$ cat src/rtl/shared_port_arbiter_pkg.sv
// Shared types and limits for the shared-port arbiter.
//   arb_state_e     : arbiter FSM states (IDLE / GRANT / GAP)
//   MAX_REQUESTERS  : upper bound on the number of requesters
package shared_port_arbiter_pkg;

  localparam int MAX_REQUESTERS = 8;

  typedef enum logic [1:0] {
    IDLE  = 2'd0,
    GRANT = 2'd1,
    GAP   = 2'd2
  } arb_state_e;

endpackage

$ cat src/rtl/shared_port_arbiter_rr_picker.sv
// Combinational round-robin selector: finds the first set request bit at or
// above ptr, wrapping modulo N.
//   req : request vector
//   ptr : search start index
//   gnt : one-hot of the selected requester (zero when nothing requested)
//   idx : index of the selected requester
//   any : at least one request bit set
module rr_picker #(
  parameter int N  = 4,
  parameter int IW = $clog2(N)
) (
  input  logic [N-1:0]  req,
  input  logic [IW-1:0] ptr,
  output logic [N-1:0]  gnt,
  output logic [IW-1:0] idx,
  output logic          any
);

  logic [IW-1:0] cand;

  // Scan from the farthest offset down to offset 0 so the nearest hit to
  // ptr is the last one written and therefore wins.
  always_comb begin
    gnt  = '0;
    idx  = '0;
    any  = 1'b0;
    cand = '0;
    for (int k = N - 1; k >= 0; k--) begin
      cand = IW'((int'(ptr) + k) % N);
      if (req[cand]) begin
        gnt       = '0;
        gnt[cand] = 1'b1;
        idx       = cand;
        any       = 1'b1;
      end
    end
  end

endmodule

$ cat src/rtl/shared_port_arbiter.sv
// Round-robin arbiter for one resource port shared by N requesters.
// A grant is held until the owner pulses i_done or drops i_req, followed by
// a one-cycle GAP with no grant before the next selection.
// Optional feature macro: SHARED_PORT_ARBITER_TIMEOUT_EN -- revokes a grant
// after MAX_HOLD cycles and pulses o_timeout; when undefined grants are
// unbounded and o_timeout is tied low.
//   i_clk     : clock
//   i_rst_n   : async active-low reset
//   i_req     : per-requester request level
//   i_done    : per-requester release pulse (owner's bit only)
//   o_gnt     : registered one-hot grant
//   o_owner   : current owner index (valid while o_busy)
//   o_busy    : resource granted
//   o_timeout : one-cycle pulse after a MAX_HOLD revocation
module shared_port_arbiter
  import shared_port_arbiter_pkg::*;
#(
  parameter int N        = 4,
  parameter int MAX_HOLD = 16
) (
  input  logic                 i_clk,
  input  logic                 i_rst_n,
  input  logic [N-1:0]         i_req,
  input  logic [N-1:0]         i_done,
  output logic [N-1:0]         o_gnt,
  output logic [$clog2(N)-1:0] o_owner,
  output logic                 o_busy,
  output logic                 o_timeout
);

  localparam int IW = $clog2(N);

  if (N < 2 || N > MAX_REQUESTERS || MAX_HOLD < 2 || MAX_HOLD > 255) begin : g_bad_param
    $error("shared_port_arbiter: N or MAX_HOLD out of range");
  end

  arb_state_e    state;
  logic [IW-1:0] rr_ptr;
  logic [N-1:0]  pick_gnt;
  logic [IW-1:0] pick_idx;
  logic          pick_any;
  logic          owner_release;
  logic          hold_limit;
  logic [IW-1:0] next_ptr;

  rr_picker #(.N(N), .IW(IW)) u_pick (
    .req (i_req),
    .ptr (rr_ptr),
    .gnt (pick_gnt),
    .idx (pick_idx),
    .any (pick_any)
  );

  // Only the owner's done/req bits matter; everything else is ignored.
  assign owner_release = i_done[o_owner] | ~i_req[o_owner];
  assign next_ptr      = (o_owner == IW'(N - 1)) ? '0 : o_owner + IW'(1);

`ifdef SHARED_PORT_ARBITER_TIMEOUT_EN
  logic [7:0] hold_cnt;
  assign hold_limit = (hold_cnt == 8'(MAX_HOLD - 1));
`else
  assign hold_limit = 1'b0;
  assign o_timeout  = 1'b0;
`endif

  always_ff @(posedge i_clk or negedge i_rst_n) begin
    if (!i_rst_n) begin
      state   <= IDLE;
      o_gnt   <= '0;
      o_owner <= '0;
      o_busy  <= 1'b0;
      rr_ptr  <= '0;
`ifdef SHARED_PORT_ARBITER_TIMEOUT_EN
      hold_cnt  <= '0;
      o_timeout <= 1'b0;
`endif
    end else begin
`ifdef SHARED_PORT_ARBITER_TIMEOUT_EN
      o_timeout <= 1'b0;
`endif
      case (state)
        IDLE: begin
          if (pick_any) begin
            state   <= GRANT;
            o_gnt   <= pick_gnt;
            o_owner <= pick_idx;
            o_busy  <= 1'b1;
`ifdef SHARED_PORT_ARBITER_TIMEOUT_EN
            hold_cnt <= '0;
`endif
          end
        end
        GRANT: begin
          if (owner_release || hold_limit) begin
            state  <= GAP;
            o_gnt  <= '0;
            o_busy <= 1'b0;
            rr_ptr <= next_ptr;
`ifdef SHARED_PORT_ARBITER_TIMEOUT_EN
            hold_cnt  <= '0;
            // A release coinciding with the limit counts as a normal release.
            o_timeout <= ~owner_release;
`endif
          end else begin
`ifdef SHARED_PORT_ARBITER_TIMEOUT_EN
            hold_cnt <= hold_cnt + 8'd1;
`endif
          end
        end
        GAP:     state <= IDLE;
        default: state <= IDLE;
      endcase
    end
  end

endmodule
$ cat config.mk
export PLATFORM = sky130hd
export DESIGN_NAME = shared_port_arbiter
export DESIGN_NICKNAME = d
export VERILOG_FILES = /design/src/rtl/shared_port_arbiter_pkg.sv /design/src/rtl/shared_port_arbiter_rr_picker.sv /design/src/rtl/shared_port_arbiter.sv
export SDC_FILE = /design/constraint.sdc
export NUM_CORES = 1
export LEC_CHECK = 0
export ABC_AREA = 1
export CAP_MARGIN = 5
export CORE_MARGIN = 3
export CORE_UTILIZATION = 40
export CTS_CLUSTER_DIAMETER = 50
export DETAILED_ROUTE_END_ITERATION = 7
export MAX_ROUTING_LAYER = met4
export SLEW_MARGIN = 30
export SYNTH_ARGS = -nofsm -noshare
export SYNTH_HDL_FRONTEND = slang
export SYNTH_HIERARCHICAL = 1
export SYNTH_SLANG_ARGS = --single-unit
$ cat constraint.sdc
create_clock -name i_clk -period 2.36 [get_ports i_clk]
set_clock_uncertainty 0.05 [all_clocks]
set_input_delay 0.236 -clock i_clk [delete_from_list [all_inputs] [get_ports i_clk]]
set_output_delay 0.236 -clock i_clk [all_outputs]
set_load 0.03 [all_outputs]
==> key figures, run 1 <==
Yosys
  • Post-synth top flop: dfrtp_1
  • Register area share after synthesis: 0.265
  • Leading area contributor after synthesis: dfrtp_1
  • Dominant cells by area after synthesis: dfrtp_1, nand2_1, ha_1
  • Synth cell types: 22
  • Adder-cell share of the synthesized area: 0.108
  • Post-synth ARST share: 1.00
  • Synth Instances: 151
  • Compound-Gate Fraction of Synth Area: 0.0614
  • Largest family of logic cells by synthesized area: simple AND/OR/NAND/NOR gates
  • Post-synthesis mux area share: 0
  • Synth Net Count: 170
  • Simple-gate area share of the yosys netlist: 0.464
  • EDFF count, synth: 0
  • Syn_area_per_cell: 6.88 um^2
  • Synth top area share: 0.265
  • Xor/xnor share of the synthesized area: 0
  • Synthesis warning total: 6
  • #FFs+latches synth: 11
  • Mapped cell area: 1040 um^2

Worst setup path
  • CP Launch Type: flop
  • Worst Reg2Reg Path Length in Cells: 12
  • CP dominant cell by count: inv_1
  • Worst path required time: 2.48 ns
  • Crit-path max FO: 8
  • CP Data Arrival Time: 2.10 ns
  • R2R setup slack: 0.38 ns
  • Worst r2r dst: o_owner[0]$_DFFE_PN0P_
  • Top Family by Delay on Critical Path: simple AND/OR/NAND/NOR gates
  • Worst Path Buf+Inv: 5
  • Crit-path slowest cell: dfrtp_1
  • Crit path cell chain: inv_1 > ha_1 > inv_1 > nand3_2 > nand2_4 > inv_6 > nand4_1 > inv_1 > nor2_4 > inv_2 > nand2_1 > nand2_1
  • CP endpoint kind: flop
  • Largest stage delay, worst path: 0.40 ns
  • Crit Path Class: reg -> reg
  • FF-to-FF Start: rr_ptr[1]$_DFFE_PN0P_

Layout
  • Cell area after layout: 1270 um^2
  • Layout area overhead: 22.2%
  • NumNets Final: 192
  • N_diodes: 0
  • Final Non-Filler Cells: 200
  • Layout cells sized above 1: 0.198

STA
  • Final Hold Fails: 0
  • Tcrit/Tclk final: 0.839
  • Hold Slack: 0.241 ns
  • Setup TNS: 0 ns
  • Maximum clock rate: 0.505 GHz
  • Fin crit period: 1.98 ns
  • RSZ-0062 raised after global routing: no
  • Setup WS post-layout: 0.380 ns
  • Final setup fails: 0
  • Slew Viols, Final: 0

Floorplanning
  • Total core area: 2340 um^2
  • Width of the die: 57.0 um
  • Die Ht: 57.0 um
  • Initial core utilization: 0.444
  • Die area: 3240 um^2
  • I/O pins: 18
  • Rows: 17

Global routing
  • GRT busiest layer: met2
  • First-pass GRT wire length: 3930 um
  • M2 GR Usage: 0.235
  • Congestion Overflow GR: 0
  • Met3 GRT Util: 0.0181
  • GRT met1 Usage: 0.206
  • Maximum number of pins on one net before global-route repair: 12
  • Initial antenna violation count: 0
  • Overall Global Routing Usage: 0.155
  • Vias in the first global route: 894

Flow run
  • Max cap viols: 0

Power
  • Lkg Pwr: 0.686 nW
  • Pwr dens: 1590 nW/um^2
  • Worst VDD drop: 0.00100 V

Clocking
  • Clock slew at reported path FFs: 0.08 ns
  • CTS Hold Bufs: 0
  • TritonCTS Buffers: 3
  • CTS tree: done
  • Clk buf depth: 2
  • CTS H-tree depth: 1
  • TritonCTS Sinks: 11
  • Post-CTS setup buffer count: 0
  • Worst-skew pair later-pin latency: 0.27 ns
  • Clock Tree Root: clkbuf_4
  • Post-CTS sizing: 0

Hold path
  • Worst Hold Class: in -> async

Route
  • Routed Antenna Nets: 0
  • Avg WL per Cell: 10.8 um
  • Starting DRT DRC Count: 33
  • Drt drc: 0
  • DR vias/cell: 4.77
  • First-pass DRT Iterations: 4
  • Total number of vias: 953
  • Total wire length: 2160 um

Outcome
  • Run status: completed

Place
  • Placed Cells: 196
  • RePlAce Congestion: 0.798
  • Count of input and output buffers: 16
  • Hpwl dp: 1760 um
  • Place WS: 0.383 ns
  • Area post-placement: 1240 um^2
routing by layer:
layer	share of wire	vias up
met5	0	-
met4	0.013	0
met3	0.035	2
met2	0.47	18
met1	0.48	423
li1	-	510
how the worst max path moves through the flow:
stage,start,endpoint,depth (start not counted)
floorplan,rr_ptr[0]$_DFFE_PN0P_,o_owner[0]$_DFFE_PN0P_,12
global placement,rr_ptr[1]$_DFFE_PN0P_,o_owner[0]$_DFFE_PN0P_,12
detailed placement,rr_ptr[1]$_DFFE_PN0P_,o_owner[0]$_DFFE_PN0P_,12
CTS,rr_ptr[1]$_DFFE_PN0P_,o_owner[0]$_DFFE_PN0P_,12
global route,rr_ptr[1]$_DFFE_PN0P_,o_owner[0]$_DFFE_PN0P_,12
finish,rr_ptr[1]$_DFFE_PN0P_,o_owner[0]$_DFFE_PN0P_,12
power by group:
| group | total [W] | switching [W] | internal (W) |
|---|---|---|---|
| logic | 0.00154 | 0.000991 | 0.000554 |
| clock network | 0.000126 | 0.0000636 | 0.0000626 |
| registers | 0.000347 | 0.0000683 | 0.000278 |
cell usage after synthesis, types with 3 or more instances:
| cell | instances |
|---|---|
| nand3_1 | 13 |
| ha_1 | 9 |
| nor2_1 | 14 |
| o21ai_1 | 3 |
| nand2_1 | 46 |
| nand2_4 | 4 |
| nand2_2 | 7 |
| dfrtp_1 | 11 |
| inv_2 | 5 |
| inv_1 | 16 |
| nand3_2 | 6 |
| a21oi_1 | 5 |
worst reg2reg max path, stage by stage, from the launching register on:
cell and delay (ns):
dfrtp_1 0.40, inv_1 0.19, ha_1 0.31, inv_1 0.10, nand3_2 0.11, nand2_4 0.13, inv_6 0.06, nand4_1 0.09
inv_1 0.07, nor2_4 0.20, inv_2 0.07, nand2_1 0.06, nand2_1 0.04
logic make-up after synthesis:
kind of cell,count (synthesis)
fa+ha+maj,9
simple gates,96
other cells,1
flops,11
buf+inv,24
compound gates,10
cell usage in the layout, fill, tap and decap left out, drive strengths merged:
cell	instances
a21oi	6
buf	2
clkbuf	3
clkdlybuf4s50	16
clkinv	1
conb	1
dfrtp	11
ha	9
inv	23
nand2	57
nand3	19
nand4	1
nor2	17
o21ai	3
o31ai	1
or2	2
layout make-up:
class / count / area, um^2
inverter: 23 / 93.8
timing repair buffer: 18 / 175
multi-input combinational: 116 / 662
clock buffer: 3 / 22.5
fill: 232 / 1070
tap: 28 / 35.0
clock inverter: 1 / 5.00
sequential: 11 / 275
flip-flops by register name, summed over array words and instances, names as in the netlist:
name and flops:
o_gnt 4, o_busy 1, rr_ptr 2, o_owner 2
state 2
metrics by stage:
step	power [W]	util
floorplan	0.00153	-
global placement	0.00189	0.530
detailed placement	0.00190	0.530
CTS	0.00203	0.542
global route	0.00225	0.542
finish	0.00202	0.542
No activity file was read; power rests on OpenSTA's default activity.
==> run 2, diff against run 1 <==
clock period = 1.9 ns   (was 2.36 ns; I/O delays follow)
==> run 2 against run 1 <==
Global-route usage is 0.11 points higher; worst setup slack lost 0.22 ns; cell area up 3.8%; non-clock buffer count is 4 higher; power increased by 31%; count of clock-buffer cells in the layout unchanged; critical path type is now reg -> out; largest cell class unchanged; largest power group unchanged; highest routed layer unchanged.
==> key figures, run 2 (synthesis results as in run 1) <==
STA
  • Fin crit period: 1.74 ns
  • Final setup fails: 0
  • Tcrit/Tclk final: 0.917
  • Slew Viols, Final: 0
  • RSZ-0062 raised after global routing: no
  • Setup TNS: 0 ns
  • Final Hold Fails: 0
  • Maximum clock rate: 0.574 GHz

Clocking
  • CTS H-tree depth: 1
  • Clk buf depth: 2
  • TritonCTS Sinks: 11
  • CTS tree: done
  • TritonCTS Buffers: 3
  • Clock Tree Root: clkbuf_4
  • Worst-skew pair later-pin latency: 0.27 ns
  • Clock slew at reported path FFs: 0.07 ns

Layout
  • NumNets Final: 196
  • Layout area overhead: 26.9%
  • FILL cells: 243
  • Cell area after layout: 1320 um^2
  • Max reg flops: 4
  • N_diodes: 0
  • Multi-input gate area: 678 um^2
  • Flip-flop and latch area: 278 um^2
  • Most frequent cells in the layout: nand2_1, clkdlybuf4s50_1, inv_1, nor2_1, nand3_1
  • Layout cells sized above 1: 0.244
  • Register with the most flip-flops: o_gnt
  • Leading cell type in the layout, fill and taps excluded: nand2_1

Floorplanning
  • Rows: 17
  • Initial core utilization: 0.444
  • Die area: 3240 um^2
  • I/O pins: 18
  • Die Ht: 57.0 um
  • Width of the die: 57.0 um
  • Total core area: 2340 um^2

Place
  • RePlAce Congestion: 0.865
  • Area post-placement: 1270 um^2
  • Count of input and output buffers: 16
  • Hpwl dp: 1810 um

Global routing
  • Initial antenna violation count: 0
  • GRT met1 Usage: 0.199
  • M2 GR Usage: 0.245
  • Met3 GRT Util: 0.0158
  • Overall Global Routing Usage: 0.156
  • Vias in the first global route: 926
  • First-pass GRT wire length: 3950 um
  • GRT busiest layer: met2
  • Maximum number of pins on one net before global-route repair: 12
  • Congestion Overflow GR: 0

Worst setup path
  • CP Data Arrival Time: 1.50 ns
  • Top Family by Delay on Critical Path: buffers and inverters
  • CP Launch Type: flop
  • Crit-path max FO: 8
  • Largest stage delay, worst path: 0.73 ns
  • Crit-path slowest cell: clkdlybuf4s50_1
  • CP endpoint kind: output port
  • Crit Path Class: reg -> out
  • Crit path cell chain: clkdlybuf4s50_1
  • Worst path required time: 1.66 ns
  • Worst Path Buf+Inv: 1

Power
  • Pwr dens: 2010 nW/um^2
  • Lkg Pwr: 0.703 nW
  • Worst VDD drop: 0.00109 V

Route
  • Routed Antenna Nets: 0
  • Starting DRT DRC Count: 38
  • Drt drc: 0
  • Avg WL per Cell: 11.2 um
  • First-pass DRT Iterations: 4
  • Total wire length: 2280 um
  • DR vias/cell: 4.75
  • Total number of vias: 968

Outcome
  • Run status: completed

Flow run
  • Max cap viols: 0

Hold path
  • Worst Hold Class: in -> async
==> run 2: cell types whose count changed in the layout (fill, tap and decap cells not counted), sizes merged <==
| cell | delta |
|---|---|
| buf | +4 |
==> run 2: per-stage QoR <==
stage,worst slack (ns),power [W],utilization,cells,hold WS [ns]
after floorplan,0.0265,0.00191,-,151,-0.156
after global placement,0.0212,0.00240,0.541,199,0.405
after detailed placement,-0.0235,0.00242,0.541,199,0.413
after CTS,0.0456,0.00258,0.553,203,0.207
after global routing,0.0189,0.00295,0.563,204,0.244
final,0.158,0.00265,0.563,204,0.191
==> run 2: final timing paths <==
kind / from / end / slack, ns / cells past startpoint
worst min register to register: o_gnt[0]$_DFFE_PN0P_ / o_gnt[0]$_DFFE_PN0P_ / 0.43 / 2
worst max-delay path: o_owner[0]$_DFFE_PN0P_ / o_owner[0] / 0.16 / 1
worst min-delay path: i_rst_n / state[1]$_DFFE_PN0P_ / 0.19 / 1
worst max register to register: rr_ptr[0]$_DFFE_PN0P_ / o_owner[0]$_DFFE_PN0P_ / 0.18 / 11
min in group i_clk: o_gnt[0]$_DFFE_PN0P_ / o_gnt[0]$_DFFE_PN0P_ / 0.43 / 2
max in group asynchronous: i_rst_n / rr_ptr[1]$_DFFE_PN0P_ / 1.26 / 1
==> run 2: layout make-up <==
class,instances,area share
multi-input combinational,116,0.515
clock inverter,1,0.00380
timing repair buffer,22,0.156
sequential,11,0.211
tap,28,0.0266
inverter,23,0.0712
clock buffer,3,0.0171
==> run 2: what timing repair did <==
action | 4_1_cts | 5_1_grt
gates resized for setup | 0 | 3
endpoints found under the setup margin | 0 | 7
hold buffers | 0 | 0
buffers inserted | 0 | 1
==> run 2: routing by layer <==
layer / share of wire / wire, um
met1: 0.49 / 1120
met2: 0.47 / 1080
met3: 0.029 / 66
met4: 0.011 / 24
met5: 0 / 0
==> run 2: power breakdown <==
part / switching [W] / internal (W)
logic: 0.00127 / 0.000789
clock network: 0.0000768 / 0.0000778
registers: 0.0000891 / 0.000350
